`src/rtl/fetch_issue_unit.sv`:
```
`default_nettype none
// ============================================================================
// Module      : fetch_issue_unit
// Description : Block fetch, word walk, decode and RS issue with branch/jump
//               resolution and in-block redirects.
// Revision    : 1.0
// ============================================================================
module fetch_issue_unit #(
  parameter int                   WORD_SIZE   = 32,
  parameter int                   BLOCK_WORDS = 32,
  parameter int                   REG_SIZE    = 6,
  parameter logic [WORD_SIZE-1:0] RESET_PC    = '0
) (
  input  logic                             clk,
  input  logic                             rst_n,
  output logic                             icache_req_valid,
  output logic [WORD_SIZE-1:0]             icache_req_addr,
  input  logic                             icache_resp_valid,
  input  logic [BLOCK_WORDS*WORD_SIZE-1:0] icache_resp_block,
  output logic                             iss_valid,
  input  logic                             iss_ready,
  output logic [2:0]                       iss_unit,
  output logic [REG_SIZE-1:0]              iss_reg1,
  output logic [REG_SIZE-1:0]              iss_reg2,
  output logic [REG_SIZE-1:0]              iss_reg3,
  output logic                             iss_hasimm,
  output logic [WORD_SIZE-1:0]             iss_imm,
  output logic                             br_req_valid,
  output logic [REG_SIZE-1:0]              br_reg1,
  output logic [REG_SIZE-1:0]              br_reg2,
  input  logic                             br_resp_valid,
  input  logic                             br_resp_taken,
  output logic [WORD_SIZE-1:0]             pc,
  output logic                             halted,
  output logic [31:0]                      issued_cnt
);

  localparam int c_IDX_W = $clog2(BLOCK_WORDS);
  localparam int c_OFF_W = c_IDX_W + 2;
  localparam int c_TAG_W = WORD_SIZE - c_OFF_W;

  localparam logic [1:0] c_ST_REQ     = 2'd0;
  localparam logic [1:0] c_ST_ISSUE   = 2'd1;
  localparam logic [1:0] c_ST_BR_WAIT = 2'd2;
  localparam logic [1:0] c_ST_HALT    = 2'd3;

  localparam logic [3:0] c_OP_HALT = 4'b0001;
  localparam logic [3:0] c_OP_ADD  = 4'b1000;
  localparam logic [3:0] c_OP_MUL  = 4'b1001;
  localparam logic [3:0] c_OP_BGT  = 4'b1010;
  localparam logic [3:0] c_OP_LW   = 4'b1100;
  localparam logic [3:0] c_OP_SW   = 4'b1101;
  localparam logic [3:0] c_OP_JMP  = 4'b1110;
  localparam logic [3:0] c_OP_MV   = 4'b1111;

  localparam logic [WORD_SIZE-1:0] c_PC_STEP    = WORD_SIZE'(4);
  localparam logic [WORD_SIZE-1:0] c_ALIGN_MASK = {{(WORD_SIZE-2){1'b1}}, 2'b00};

  logic [1:0]           r_state;
  logic [1:0]           w_state_nxt;
  logic [WORD_SIZE-1:0] r_pc;
  logic [WORD_SIZE-1:0] w_pc_nxt;
  logic [WORD_SIZE-1:0] r_mem [BLOCK_WORDS];
  logic [c_TAG_W-1:0]   r_tag;
  logic                 r_blk_valid;
  logic [31:0]          r_issued_cnt;

  logic [c_IDX_W-1:0]   w_idx;
  logic [WORD_SIZE-1:0] w_inst;
  logic [3:0]           w_op;
  logic                 w_issuable;
  logic [2:0]           w_unit;
  logic [WORD_SIZE-1:0] w_imm;
  logic [WORD_SIZE-1:0] w_br_off;
  logic [WORD_SIZE-1:0] w_br_tgt;
  logic [WORD_SIZE-1:0] w_pc_inc;
  logic [WORD_SIZE-1:0] w_br_pc;
  logic                 w_inc_in_blk;
  logic                 w_tgt_in_blk;
  logic                 w_br_in_blk;
  logic                 w_issue_cand;
  logic                 w_fire;
  logic                 w_fill;

  // ---------------------------------------------------------------- decode
  assign w_idx  = r_pc[c_OFF_W-1:2];
  assign w_inst = r_mem[w_idx];
  assign w_op   = w_inst[31:28];

  always_comb begin
    w_issuable = 1'b1;
    w_unit     = 3'b000;
    case (w_op)
      c_OP_LW:  w_unit = 3'b000;
      c_OP_SW:  w_unit = 3'b001;
      c_OP_ADD: w_unit = 3'b010;
      c_OP_MUL: w_unit = 3'b011;
      c_OP_MV:  w_unit = 3'b100;
      default:  w_issuable = 1'b0;
    endcase
  end

  assign w_imm = (w_op == c_OP_MV) ? {{(WORD_SIZE-21){w_inst[21]}}, w_inst[21:1]}
                                   : {{(WORD_SIZE-15){w_inst[15]}}, w_inst[15:1]};

  // Branch and jump offsets are byte offsets from the branch's own pc.
  assign w_br_off = {{(WORD_SIZE-28){w_inst[27]}}, w_inst[27:0]};
  assign w_br_tgt = (r_pc + w_br_off) & c_ALIGN_MASK;
  assign w_pc_inc = r_pc + c_PC_STEP;
  assign w_br_pc  = br_resp_taken ? w_br_tgt : w_pc_inc;

  assign w_inc_in_blk = r_blk_valid && (w_pc_inc[WORD_SIZE-1:c_OFF_W] == r_tag);
  assign w_tgt_in_blk = r_blk_valid && (w_br_tgt[WORD_SIZE-1:c_OFF_W] == r_tag);
  assign w_br_in_blk  = r_blk_valid && (w_br_pc[WORD_SIZE-1:c_OFF_W] == r_tag);

  assign w_issue_cand = (r_state == c_ST_ISSUE) && r_blk_valid && w_issuable;
  assign w_fire       = w_issue_cand && iss_ready;
  assign w_fill       = (r_state == c_ST_REQ) && icache_resp_valid;

  // ---------------------------------------------------------------- state register
  always_ff @(posedge clk or negedge rst_n) begin
    if (!rst_n) begin
      r_state      <= c_ST_REQ;
      r_pc         <= RESET_PC;
      r_tag        <= '0;
      r_blk_valid  <= 1'b0;
      r_issued_cnt <= '0;
    end else begin
      r_state <= w_state_nxt;
      r_pc    <= w_pc_nxt;
      if (w_fill) begin
        r_tag       <= r_pc[WORD_SIZE-1:c_OFF_W];
        r_blk_valid <= 1'b1;
      end
      if (w_fire && (r_issued_cnt != '1)) begin
        r_issued_cnt <= r_issued_cnt + 32'd1;
      end
    end
  end

  // Block payload needs no reset; r_blk_valid qualifies it.
  always_ff @(posedge clk) begin
    if (w_fill) begin
      for (int i = 0; i < BLOCK_WORDS; i++) begin
        r_mem[i] <= icache_resp_block[(BLOCK_WORDS-1-i)*WORD_SIZE +: WORD_SIZE];
      end
    end
  end

  // ---------------------------------------------------------------- next state
  always_comb begin
    w_state_nxt = r_state;
    w_pc_nxt    = r_pc;
    case (r_state)
      c_ST_REQ: begin
        if (icache_resp_valid) begin
          w_state_nxt = c_ST_ISSUE;
        end
      end
      c_ST_ISSUE: begin
        if (!r_blk_valid) begin
          w_state_nxt = c_ST_REQ;
        end else if (w_issuable) begin
          if (iss_ready) begin
            w_pc_nxt    = w_pc_inc;
            w_state_nxt = w_inc_in_blk ? c_ST_ISSUE : c_ST_REQ;
          end
        end else if (w_op == c_OP_JMP) begin
          w_pc_nxt    = w_br_tgt;
          w_state_nxt = w_tgt_in_blk ? c_ST_ISSUE : c_ST_REQ;
        end else if (w_op == c_OP_BGT) begin
          w_state_nxt = c_ST_BR_WAIT;
        end else if (w_op == c_OP_HALT) begin
          w_state_nxt = c_ST_HALT;
        end else begin
          w_pc_nxt    = w_pc_inc;
          w_state_nxt = w_inc_in_blk ? c_ST_ISSUE : c_ST_REQ;
        end
      end
      c_ST_BR_WAIT: begin
        if (br_resp_valid) begin
          w_pc_nxt    = w_br_pc;
          w_state_nxt = w_br_in_blk ? c_ST_ISSUE : c_ST_REQ;
        end
      end
      c_ST_HALT: begin
        w_state_nxt = c_ST_HALT;
      end
      default: begin
        w_state_nxt = c_ST_REQ;
      end
    endcase
  end

  // ---------------------------------------------------------------- outputs
  always_comb begin
    icache_req_valid = 1'b0;
    icache_req_addr  = '0;
    iss_valid        = 1'b0;
    iss_unit         = 3'b000;
    iss_reg1         = '0;
    iss_reg2         = '0;
    iss_reg3         = '0;
    iss_hasimm       = 1'b0;
    iss_imm          = '0;
    br_req_valid     = 1'b0;
    br_reg1          = '0;
    br_reg2          = '0;
    halted           = 1'b0;
    case (r_state)
      c_ST_REQ: begin
        // REQ is the reset state, so the request is masked while reset is held.
        icache_req_valid = rst_n;
        icache_req_addr  = {r_pc[WORD_SIZE-1:c_OFF_W], {c_OFF_W{1'b0}}};
      end
      c_ST_ISSUE: begin
        if (w_issue_cand) begin
          iss_valid  = 1'b1;
          iss_unit   = w_unit;
          iss_reg1   = REG_SIZE'(w_inst[27:22]);
          iss_reg2   = REG_SIZE'(w_inst[21:16]);
          iss_reg3   = REG_SIZE'(w_inst[15:10]);
          iss_hasimm = w_inst[0];
          iss_imm    = w_imm;
        end
      end
      c_ST_BR_WAIT: begin
        br_req_valid = 1'b1;
        br_reg1      = REG_SIZE'(w_inst[27:22]);
        br_reg2      = REG_SIZE'(w_inst[21:16]);
      end
      c_ST_HALT: begin
        halted = 1'b1;
      end
      default: begin
        halted = 1'b0;
      end
    endcase
  end

  assign pc         = r_pc;
  assign issued_cnt = r_issued_cnt;

endmodule
`default_nettype wire

```
`config.mk`:
```
export PLATFORM = sky130hd
export DESIGN_NAME = fetch_issue_unit
export DESIGN_NICKNAME = d
export VERILOG_FILES = /design/src/rtl/fetch_issue_unit.sv
export SDC_FILE = /design/constraint.sdc
export NUM_CORES = 1
export LEC_CHECK = 0
export ABC_AREA = 0
export CORE_AREA = 2 2 462 464
export CTS_CLUSTER_DIAMETER = 60
export DETAILED_ROUTE_END_ITERATION = 6
export DIE_AREA = 0 0 464 466
export PLACE_DENSITY = 0.46
export SYNTH_ARGS = -nofsm -noshare
export SYNTH_HDL_FRONTEND = slang
export SYNTH_SLANG_ARGS = --single-unit
```
`constraint.sdc`:
```
create_clock -name clk -period 31.5 [get_ports clk]
set_clock_uncertainty 0.05 [all_clocks]
set_input_delay 6.3 -clock clk [delete_from_list [all_inputs] [get_ports clk]]
set_output_delay 6.3 -clock clk [all_outputs]
set_load 0.005 [all_outputs]
```
Yosys cells after proc, flatten, opt, wreduce, memory -nomap -nowiden
Memories as Yosys holds them, arrays and structs flattened.
Index checks and enable logic that the tools add are counted.
{"block": "totals", "memories": 1, "register_bits": 92, "input_bits": 1030, "ram_bits": 1024}
{"memory": "r_mem", "depth": 32, "word_bits": 32, "read_ports": 1, "rd_ports_with_merged_regs": 0, "write_ports": 32, "line": "63", "source": "logic [WORD_SIZE-1:0] r_mem [BLOCK_WORDS];"}
{"block": "op_classes", "n_mux": 46, "eq_ne": 22, "reduce_logical": 13, "n_addsub": 3}
{"cell": "32-bit 2-to-1 mux", "count": 12}
{"cell": "25-bit equality test", "count": 3}
{"cell": "32-bit case mux with 2 select lines", "count": 1}
{"cell": "6-bit 2-to-1 mux", "count": 8}
{"cell": "32-bit by 1-bit adder with 32-bit output (second input constant)", "count": 1}
{"cell": "32-bit by 3-bit adder with 32-bit output (second input constant)", "count": 1}
{"cell": "32-bit adder", "count": 1}
{"cell": "32-bit inequality test (second input constant)", "count": 1}
{"cell": "4-bit equality test (second input constant)", "count": 7}
{"cell": "2-bit 2-to-1 mux", "count": 8}
{"cell": "1-bit 2-to-1 mux", "count": 13}
{"cell": "4-bit inequality test (second input constant)", "count": 3}
{"cell": "3-bit case mux with 4 select lines", "count": 1}
{"cell": "1-bit logical AND", "count": 8}
{"cell": "2-bit case mux with 4 select lines", "count": 1}
{"cell": "3-bit 2-to-1 mux", "count": 2}
{"cell": "2-bit inequality test (second input constant)", "count": 3}
{"cell": "6-bit AND reduction", "count": 1}
{"cell": "5-bit OR reduction", "count": 1}
{"cell": "2-bit equality test (second input constant)", "count": 2}
{"cell": "4-bit by 1-bit equality test with 1-bit output (second input constant)", "count": 1}
{"cell": "3-bit inequality test (second input constant)", "count": 1}
{"cell": "3-bit AND reduction", "count": 1}
{"cell": "2-bit by 1-bit equality test with 1-bit output (second input constant)", "count": 1}
{"cell": "other kinds (2)", "count": 2}

Longest topological paths before layout
{"block": "depth", "word_depth": 10, "mapped_depth": 24, "depth_no_buf": 17}

Worst setup path before layout
No wires, ideal clock.
{"block": "synth_timing", "path_kind": "in2reg", "from": "in icache_resp_valid", "to": "reg r_tag[20]", "arrival_time_ps": 26867, "path_slack_ps": 3591, "path_stages": 4, "n_path_buf": 1, "setup_time_ps": 992, "path_cell_list": "nand2_1 > clkbuf_1 > inv_1 > o21ai_0"}
{"block": "synth_via", "elab_chain_len": 1}
{"item": "start, declared", "line": "18", "source": "input logic icache_resp_valid,"}
{"item": "1-bit logical AND", "line": "118", "source": "assign w_fill = (r_state == c_ST_REQ) && icache_resp_valid;"}
{"item": "via w_fill", "line": "83", "source": "logic w_fill;"}
{"item": "end signal, assigned", "line": "132", "source": "r_tag <= r_pc[WORD_SIZE-1:c_OFF_W];"}
{"item": "end, declared", "line": "64", "source": "logic [c_TAG_W-1:0] r_tag;"}
The timed path passes the listed nets, and every way through them passes these cells.
A chain may end at the register's enable or synchronous reset.

Worst setup path in the final report
{"block": "layout_timing", "from": "in rst_n", "to": "out icache_req_valid"}
{"block": "layout_via", "elab_chain_len": 1}
{"item": "start, declared", "line": "15", "source": "input logic rst_n,"}
{"item": "1-bit 2-to-1 mux", "line": "210", "source": "case (r_state)"}
{"item": "end, declared", "line": "16", "source": "output logic icache_req_valid,"}
Every way passes these cells.

==> summary.txt <==
Power and ir drop
  • Switching part of the total: 39.6%
  • Switching power total: around 2.8 mW
  • PD cells: 105 mW/mm2
  • Power Internal: ~4.3 mW
  • Pleak: 22.5 nW
  • Maximum vdd drop: approximately 0.065 mV
  • Clk network pwr share: 23.8%
  • Combinational share of power: a little under half
  • Flop pwr share: a little under a third

Cells and area
  • Layout Cells excl Fill: 6771
  • Area Overhead vs Synth: 42.2%
  • Commonest non-fill, non-tap cell in the layout: clkdlybuf4s50_1
  • Share of layout cells above drive strength 1: between 10% and 20%
  • Filler cell count: roughly 21000
  • Nets: 4875
  • Most frequent cells in the layout: clkdlybuf4s50_1, edfxtp_1, mux4_2

Clocking
  • Post-CTS Resized: 0
  • TritonCTS clock tree: done
  • CTS root buffer: clkbuf_16
  • Clock Pin Slew Worst Setup and Hold Paths: around 50 ps
  • Htree depth: 4
  • Bufs on Longest Clock Path: 3
  • Hold buffers post-CTS: 0
  • Setup bufs post-CTS: 0
  • Worst-skew pair later-pin latency: around 840 ps
  • Sink Count: 1114
  • CTS buffer count: approximately 150

Floorplanning
  • Initial Utilization: between 20% and 30%
  • Die Y: around 470 um
  • Die span in x: 464 um
  • Top Ports: 1196
  • FP Rows: about 170
  • Core area: between 0.2 and 0.25 mm2
  • Area of the die: 0.216 mm2

Timing
  • Setup WS post-layout: 17760 ps
  • Final hold vios: 0
  • Final hold slack: 439 ps
  • Slew Viols, Final: 0
  • Setup TNS: 0 ps
  • Minimum clock period: 13740 ps
  • Final Cycle Share: a little over two fifths
  • Slew @ Worst Pin: approximately 1200 ps
  • Max Freq: roughly 73 MHz
  • RSZ-0062 raised after global routing: no
  • Rel. slew slack: about a fifth
  • Setup violators final: 0

Worst setup path
  • Crit path capture: icache_req_valid
  • Startpoint Class: input pin
  • Max FO, Critical Path: 29
  • Worst Path Class, Setup: input pin to output pin
  • Cells on worst reg2reg path: 18
  • Critical path endpoint category: output pin
  • CP Data Required Time: approximately 25000 ps
  • R2R setup slack: 22570 ps
  • FF-to-FF End: r_state[0]
  • Worst r2r src: pc[2]
  • Worst setup path startpoint: rst_n
  • Critical Path AT: ~7400 ps

Yosys
  • Sequential fraction of the synthesis area: between 60% and 70%
  • Syn avg cell area: ~18 um2
  • Top-area cell type share of the netlist area: between 60 and 70%
  • Syn Std Cell Area: ~0.048 mm2
  • Post-synth top area cell: edfxtp_1
  • Syn Inst Count: 2600
  • Yosys warnings: 0
  • Distinct cells, synth: 80
  • Synth async-reset ratio: a little over 8%
  • Number of flops mapped to enable cells by yosys: roughly 1000
  • Synth Register Bits: approximately 1100
  • Top FF cell, synth: edfxtp_1
  • Top post-synthesis cells by area: edfxtp_1, mux4_2, dfrtp_1

Global route
  • Initial antenna violation count: 87
  • Tot GR Track Use: roughly 17%
  • First-pass GRT wire length: 259000 um
  • Largest net degree at the start of global routing: between 150 and 200
  • Vias in the first global route: between 30000 and 40000
  • Gr ovfl total: 0

Placed design
  • Detailed Place HPWL: ~150000 um
  • Place WS: 17710 ps
  • Cells after DPL: 6480
  • PortBufs: 1186
  • GPL Wtd Cong: between 0.8 and 0.9

Routing
  • ANT nets after route: 0
  • DR pass1 iterations: 6
  • Iter 0 DRT Violations: between 2000 and 3000
  • DRC viols: 0
  • Wire per inst: approximately 29 um
  • Via count: 29890
  • Drt total wl: just under 200000 um
  • Via density per instance: ~4.4

Job
  • Max-Cap Viols: 0

Min path
  • Worst min path class: flop to flop

Status
  • Run status: finished, final reports clean
## critical path, cell delays in order
cell	delay [ps]
buf_4	370
and2_1	220
clkdlybuf4s50_1	500
## area by class of cell
class,instances,area (um2),share of cell area [%]
clock buffers,179,3830,5.66
diodes,17,42.5,0.0629
clock inverters,95,1170,1.73
well taps,2821,3530,5.22
inverters,41,161,0.239
repair buffers,1230,12200,18.1
flip-flops and latches,1114,33000,48.8
multi-input cells,1274,13600,20.2
## routing by layer
layer	track usage, %	vias up	part of all wire [%]
li1	-	12913	-
met1	21.3	15293	40
met2	29.9	1308	50
met3	5.39	296	7.6
met4	3.95	80	1.8
met5	0	-	0.26
## registers in the layout, indices dropped and copies added (netlist names)
register and count:
r_mem 1024, issued_cnt 32, pc 30, r_tag 25, r_state 2, r_blk_valid 1
## per-stage QoR
stage | power, mW | instance area, um2 | utilization [%]
after floorplan | 4.48 | 47600 | -
after global placement | 5.50 | 62600 | 29.6
after detailed placement | 5.51 | 62600 | 29.6
after CTS | 7.24 | 67600 | 32.0
after global routing | 7.51 | 67600 | 32.0
final | 7.13 | 67700 | 32.0
## synthesized netlist by cell type (36+ instances only)
master / n
a21oi_1: 79
xnor2_1: 90
nand2_1: 99
clkbuf_1: 104
edfxtp_1: 1024
ha_1: 36
mux4_2: 317
nor2_1: 108
xor2_1: 42
o21ai_0: 67
nand3_1: 38
inv_1: 40
dfrtp_1: 90
## logic make-up after synthesis
| kind of cell | after synthesis | share of synthesized area, % |
|---|---|---|
| DFF | 1114 | 69.3 |
| muxes | 381 | 16.4 |
| AOI/OAI and AO/OA | 238 | 3.13 |
| other | 1 | 0.00788 |
| and+or+nand+nor | 468 | 5.16 |
| buffers and inverters | 220 | 2.08 |
| xor gates and xnor gates | 142 | 2.89 |
| adders and majority gates | 36 | 0.946 |
## how the worst min path moves through the flow
stage	startpoint	end	slack, ps	depth (start not counted)
detailed placement	issued_cnt[31]	issued_cnt[31]	430	1
floorplan	issued_cnt[29]	issued_cnt[29]	430	1
global route	issued_cnt[31]	issued_cnt[31]	460	1
CTS	issued_cnt[31]	issued_cnt[31]	440	1
finish	issued_cnt[31]	issued_cnt[31]	440	1
global placement	issued_cnt[25]	issued_cnt[25]	430	1
## power by group through the flow
stage               clock network, mW  logic (mW)  registers, mW
floorplan                           0        2.00           2.48
global placement                    0        3.26           2.24
detailed placement                  0        3.27           2.24
CTS                              1.75        3.28           2.21
global route                     1.81        3.47           2.24
finish                           1.70        3.22           2.21
Power figures use the tool's default switching activity.
